==> src/rtl/clk_ctrl_pkg.sv <==
// Shared types for the CPU clock-control block.
// Mode pin encoding, controller states and default fetch-state code.
package clk_ctrl_pkg;

  typedef enum logic [1:0] {
    MODE_RUN    = 2'b00,
    MODE_STEP   = 2'b01,
    MODE_RUN_BP = 2'b10,
    MODE_HALT   = 2'b11
  } mode_t;

  typedef enum logic [1:0] {
    ST_HALT = 2'd0,
    ST_RUN  = 2'd1,
    ST_STEP = 2'd2
  } state_t;

  localparam logic [3:0] FETCH_STATE_DEF = 4'd0;

endpackage

==> src/rtl/cpu_clock_ctrl_bp_match.sv <==
// PC breakpoint comparators, qualified by the core being at fetch.
// Purely combinational; hit_o flags every enabled slot that matches.
module bp_match #(
  parameter int unsigned PC_W   = 32,
  parameter int unsigned NUM_BP = 2
) (
  input  logic [PC_W-1:0]        pc_i,
  input  logic [NUM_BP*PC_W-1:0] bp_addr_i,
  input  logic [NUM_BP-1:0]      bp_en_i,
  input  logic [3:0]             estado_i,
  input  logic [3:0]             fetch_state_i,
  output logic [NUM_BP-1:0]      hit_o,
  output logic                   any_o
);

  logic at_fetch;

  assign at_fetch = (estado_i == fetch_state_i);

  always_comb begin
    hit_o = '0;
    for (int i = 0; i < NUM_BP; i++) begin
      hit_o[i] = at_fetch && bp_en_i[i] &&
                 (bp_addr_i[i*PC_W +: PC_W] == pc_i);
    end
  end

  assign any_o = |hit_o;

endmodule

==> src/rtl/cpu_clock_ctrl.sv <==
// CPU clock-enable generator with runtime divider, halt, micro/instruction
// step and PC breakpoints for the Multiciclo core.
import clk_ctrl_pkg::*;

module cpu_clock_ctrl #(
  parameter int unsigned DIV_W       = 8,
  parameter int unsigned PC_W        = 32,
  parameter int unsigned NUM_BP      = 2,
  parameter logic [3:0]  FETCH_STATE = FETCH_STATE_DEF
) (
  input  logic                   CLOCK,
  input  logic                   Reset,
  input  logic [1:0]             Mode,
  input  logic                   StepUnit,
  input  logic                   StepBtn,
  input  logic [DIV_W-1:0]       DivRatio,
  input  logic [NUM_BP*PC_W-1:0] BpAddr,
  input  logic [NUM_BP-1:0]      BpEn,
  input  logic [PC_W-1:0]        PC,
  input  logic [3:0]             Estado,
  output logic                   ClockEn,
  output logic                   ClockDIV,
  output logic                   Halted,
  output logic [NUM_BP-1:0]      BpHit,
  output logic [31:0]            TickCount
);

  mode_t              mode;
  state_t             state_q, state_d;
  logic [DIV_W-1:0]   cnt_q, cnt_d;
  logic               step_q;
  logic               issued_q, issued_d;
  logic               clken_q, pulse;
  logic               clkdiv_q;
  logic [NUM_BP-1:0]  bphit_q, bphit_d;
  logic [31:0]        tick_q;
  logic [NUM_BP-1:0]  hit;
  logic               any_hit;
  logic               tick;
  logic               step_edge;
  logic               at_fetch;

  assign mode      = mode_t'(Mode);
  assign step_edge = StepBtn & ~step_q;
  assign at_fetch  = (Estado == FETCH_STATE);
  assign tick      = (state_q != ST_HALT) && (cnt_q >= DivRatio);

  bp_match #(
    .PC_W   (PC_W),
    .NUM_BP (NUM_BP)
  ) u_bp_match (
    .pc_i          (PC),
    .bp_addr_i     (BpAddr),
    .bp_en_i       (BpEn),
    .estado_i      (Estado),
    .fetch_state_i (FETCH_STATE),
    .hit_o         (hit),
    .any_o         (any_hit)
  );

  always_comb begin
    state_d  = state_q;
    bphit_d  = bphit_q;
    issued_d = issued_q;
    pulse    = 1'b0;
    unique case (state_q)
      ST_HALT: begin
        if (mode == MODE_RUN || mode == MODE_RUN_BP) begin
          state_d  = ST_RUN;
          bphit_d  = '0;
          issued_d = 1'b0;
        end else if (mode == MODE_STEP && step_edge) begin
          state_d  = ST_STEP;
          bphit_d  = '0;
          issued_d = 1'b0;
        end
      end
      ST_RUN: begin
        if (mode == MODE_HALT || mode == MODE_STEP) begin
          state_d = ST_HALT;
        end else if (tick) begin
          // issued gates the match so a resume at the bp address proceeds
          if (mode == MODE_RUN_BP && any_hit && issued_q) begin
            state_d = ST_HALT;
            bphit_d = hit;
          end else begin
            pulse = 1'b1;
          end
        end
      end
      ST_STEP: begin
        if (mode == MODE_HALT) begin
          state_d = ST_HALT;
        end else if (tick) begin
          if (!StepUnit) begin
            pulse   = 1'b1;
            state_d = ST_HALT;
          end else if (issued_q && at_fetch) begin
            state_d = ST_HALT;
          end else begin
            pulse = 1'b1;
          end
        end
      end
      default: state_d = ST_HALT;
    endcase
    if (pulse) issued_d = 1'b1;
  end

  always_comb begin
    cnt_d = cnt_q + DIV_W'(1);
    if (state_q == ST_HALT || tick) cnt_d = '0;
  end

  always_ff @(posedge CLOCK) begin
    if (Reset) begin
      state_q  <= ST_HALT;
      cnt_q    <= '0;
      step_q   <= 1'b0;
      issued_q <= 1'b0;
      clken_q  <= 1'b0;
      clkdiv_q <= 1'b1;
      bphit_q  <= '0;
      tick_q   <= '0;
    end else begin
      state_q  <= state_d;
      cnt_q    <= cnt_d;
      step_q   <= StepBtn;
      issued_q <= issued_d;
      clken_q  <= pulse;
      bphit_q  <= bphit_d;
      if (pulse) begin
        clkdiv_q <= ~clkdiv_q;
        tick_q   <= tick_q + 32'd1;
      end
    end
  end

  assign ClockEn   = clken_q;
  assign ClockDIV  = clkdiv_q;
  assign Halted    = (state_q == ST_HALT);
  assign BpHit     = bphit_q;
  assign TickCount = tick_q;

endmodule

==> config.mk <==
export PLATFORM = sky130hd
export DESIGN_NAME = cpu_clock_ctrl
export DESIGN_NICKNAME = d
export VERILOG_FILES = /design/src/rtl/clk_ctrl_pkg.sv /design/src/rtl/cpu_clock_ctrl_bp_match.sv /design/src/rtl/cpu_clock_ctrl.sv
export SDC_FILE = /design/constraint.sdc
export NUM_CORES = 1
export LEC_CHECK = 0
export CAP_MARGIN = 15
export CORE_MARGIN = 10
export CORE_UTILIZATION = 44
export CTS_CLUSTER_DIAMETER = 30
export DETAILED_ROUTE_END_ITERATION = 10
export GPL_ROUTABILITY_DRIVEN = 0
export MAX_ROUTING_LAYER = met4
export PLACE_DENSITY_LB_ADDON = 0.15
export SKIP_CTS_REPAIR_TIMING = 1
export SYNTH_ARGS = -nofsm -noshare
export SYNTH_HDL_FRONTEND = slang
export SYNTH_SLANG_ARGS = --single-unit
==> constraint.sdc <==
create_clock -name CLOCK -period 4 [get_ports CLOCK]
set_input_delay 1.2 -clock CLOCK [delete_from_list [all_inputs] [get_ports CLOCK]]
set_output_delay 1.2 -clock CLOCK [all_outputs]
set_load 0.01 [all_outputs]
==> summary.md <==
| Metric | Value |
|---|---|
| Post-DRT Antenna Nets | `0` |
| First-pass GRT wire length | `between 20000 and 25000 um` |
| Final worst slack | `around 0.14 ns` |
| Period minus WS final | `a little under 4 ns` |
| Post-Synthesis Cells | `around 460` |
| Library cells used by synthesis | `46` |
| PortBufs | `152` |
| RSZ-0062 raised after global routing | `false` |
| Hold WC Path Type | `reg2reg` |
| CTS tree | `built` |
| Flip-flop and latch count after synthesis | `48` |
| Starting Density | `between 40% and 50%` |
| CTS max path bufs | `2` |
| Pwr Total | `around 1.1 mW` |
| Status | `finished clean` |
| Mapped Area | `3690 sq um` |
| CTS Buf Count | `5` |
| Fmax | `0.259 GHz` |
| Post-synth EDFFs | `0` |
| Flop pwr share | `~43%` |
| Core Area | `between 8000 and 9000 sq um` |
| Finished Core Util | `about two thirds` |
| Worst skew pair latency | `0.30 ns` |
| Crit path DAT | `between 4 and 5 ns` |
| Clk pwr share | `~28%` |
| Slew Limit Fails | `0` |
| Crit path cell chain | `clkdlybuf4s50_1, xor2_1, or4b_1, or4_1, or3_4, a21oi_4, buf_12, nor3_1, mux2_1` |
| Slew HR | `a little over a third` |
| P_sw | `around 0.32 mW` |
| CTS sink count | `48` |
| Slowest cell on the critical path | `or4b_1` |
| Ys flop type | `dfxtp_1` |
| Synth warnings | `0` |
| Post-synthesis sequential area ratio | `approximately a quarter` |
| Endpoint class of the critical path | `flip-flop` |
| Worst slew pin tran | `slightly below 1 ns` |
| ANT cells | `0` |
| Via count | `between 4000 and 5000` |
| GRT Overall Usage | `between 20% and 30%` |
| Worst Setup Start Kind | `input port` |
| Max IR drop VDD | `148 uV` |
| Io pins | `153` |
| Synth Area per Inst | `8.10 sq um` |
| Routed vias/inst | `roughly 5.6` |
| PD cells | `roughly 200 nW/um^2` |
| Ys async rst share | `0%` |
| DRC | `0` |
| Fin crit share | `between 90% and 100%` |
| Chip width | `around 110 um` |
| Post-DP HPWL | `10600 um` |
| Vias in the first global route | `~4200` |
| Grt total ovfl | `0` |
| Die ar. | `roughly 12000 sq um` |
| Critical path data required time | `~4.2 ns` |
| Switch share | `28.4%` |
| Syn nets | `584` |
| Initial DRC Count | `about 300` |
| H-Tree Depth | `2` |
| Non-filler instance count after layout | `730` |
| Die height | `112 um` |
| CP Max Fanout | `31` |
| Share of cells above drive strength 1 | `under 10%` |
| Placed cell areas | `5480 sq um` |
| Clock skew | `0.00665 ns` |
| Initial antenna violation count | `0` |
| Comb power frac | `between 20% and 30%` |
| Multi-input logic area | `2560 sq um` |
| Final WL | `12800 um` |
| Nets | `about 750` |
| Number of setup violations in the final report | `0` |
| Number of core rows | `33` |
| Largest net degree at the start of global routing | `between 50 and 60` |
| Layout fillers | `between 600 and 700` |
| Final Hold Fails | `0` |
| Per-cell routed wire length | `between 15 and 20 um` |
| Fin area | `approximately 5600 sq um` |
| Post-placement worst setup slack | `-0.201 ns` |
| Leak pwr | `roughly 2.0 nW` |
| DRT Pass-1 Iters | `6` |
| Maxcap violations | `0` |
| Root buffer cell | `clkbuf_8` |
| Reg area | `a little under 1000 sq um` |
| Crit-path max cell delay | `0.54 ns` |
| Clk pin slew, worst setup/hold paths | `0.09 ns` |
| Cell Count Post-Placement | `slightly above 700` |
| P&R area growth vs syn | `51.4%` |
| Internal power | `0.812 mW` |
| Setup CP Type | `in2reg` |
==> layer usage <==
| metal | vias to the layer above | part of all wire (%) | global-route usage [%] |
|---|---|---|---|
| li1 | 2005 | - | - |
| met1 | 1890 | 40 | 21.8 |
| met2 | 178 | 50 | 34.8 |
| met3 | 16 | 8.6 | 6.39 |
| met4 | 0 | 1.2 | 5.23 |
| met5 | - | 0 | - |
==> cells in the final DEF, fill, tap and decap left out, types with 2 or more instances in the layout <==
master             n
a21o_1             2
a21oi_1           29
and3_1            11
and4_1             4
buf_12             2
buf_4             27
clkbuf_8           6
clkdlybuf4s50_1  151
dfxtp_1           48
ha_1              13
inv_1             18
mux2_1             2
mux2_2            10
nand2_1           28
nand2b_1           4
nand3_1           20
nand4_1           15
nand4b_1           3
nor2_1            33
nor2b_1           16
nor3_1             5
nor4_1            19
nor4b_1            3
o2111ai_1          2
o21a_1             2
o21ai_0            7
o31ai_1           17
or2_2              3
or3_1              5
or4_1             29
or4b_2             2
xnor2_1           27
xor2_1            45
==> synthesized netlist by cell type (3+ instances only) <==
cell	number	area share (%)
o31ai_1	17	3.5
and4_1	4	0.95
or2_2	3	0.51
and3_1	11	1.9
nand2b_1	4	0.68
or3_1	5	0.85
nand3_1	20	2.7
nor2_1	33	3.4
xnor2_1	27	6.4
nand4_1	15	2.5
or4_1	29	5.9
nand4b_1	3	0.71
dfxtp_1	48	26
inv_1	18	1.8
nor3_1	5	0.68
clkbuf_1	15	1.5
a21oi_1	29	3.9
ha_1	13	4.4
mux2_2	10	3.1
nor2b_1	16	2.7
xor2_1	45	11
o21ai_0	7	0.95
nand2_1	28	2.9
nor4b_1	3	0.71
nor4_1	19	3.2
==> registers in the layout, indices dropped and copies added (netlist names) <==
name,count
state_q,2
TickCount,32
issued_q,1
step_q,1
BpHit,2
cnt_q,8
ClockDIV,1
ClockEn,1
==> path summary, 6_finish.rpt <==
check	start	end	slack [ns]	cells past startpoint
max	PC[2]	TickCount[12]$_SDFFE_PP0P_	0.14	9
min	BpHit[1]$_SDFFE_PP0P_	BpHit[1]$_SDFFE_PP0P_	0.49	2
max reg2reg	TickCount[4]$_SDFFE_PP0P_	TickCount[31]$_SDFFE_PP0P_	1.31	7
min reg2reg	BpHit[1]$_SDFFE_PP0P_	BpHit[1]$_SDFFE_PP0P_	0.49	2
==> power groups by stage <==
stage	Sequential (mW)	Combinational [mW]	Clock (mW)
2_1_floorplan	0.498	0.136	0
3_5_place_dp	0.499	0.329	0
5_1_grt	0.489	0.357	0.341
3_3_place_gp	0.499	0.323	0
6_report	0.488	0.333	0.313
4_1_cts	0.488	0.331	0.322
==> cell type report <==
| class | count | area share [%] |
|---|---|---|
| clock buffers | 6 | 1.48 |
| repair buffers | 181 | 31.5 |
| clock inverters | 2 | 0.247 |
| flip-flops and latches | 48 | 17.2 |
| well taps | 105 | 2.35 |
| multi-input cells | 370 | 46.0 |
| inverters | 18 | 1.21 |
==> through the flow <==
step	TNS [ns]	hold slack (ns)
after floorplan	0	0.437
after global placement	-2.25	0.460
after detailed placement	-4.79	0.475
after CTS	0	0.492
after global routing	0	0.522
final	0	0.487
==> worst max-delay path, delay by kind of cell <==
family | cells | cell delay, ns
buffers and inverters | 2 | 0.63
and+or+nand+nor | 4 | 1.57
AOI/OAI and AO/OA | 1 | 0.17
muxes | 1 | 0.30
xor gates and xnor gates | 1 | 0.19
==> kinds of logic (layout without fill, tap and decap cells) <==
| family | count (synthesis) | count (layout) | share of synthesized area (%) |
|---|---|---|---|
| xor+xnor | 72 | 72 | 17.1 |
| compound gates | 66 | 66 | 11.6 |
| fa+ha+maj | 13 | 13 | 4.41 |
| flops | 48 | 48 | 26.1 |
| mux | 12 | 12 | 3.67 |
| simple gates | 207 | 207 | 32.8 |
| buf+inv | 37 | 207 | 4.38 |
Note: power is estimated with default switching activity, not from simulation.
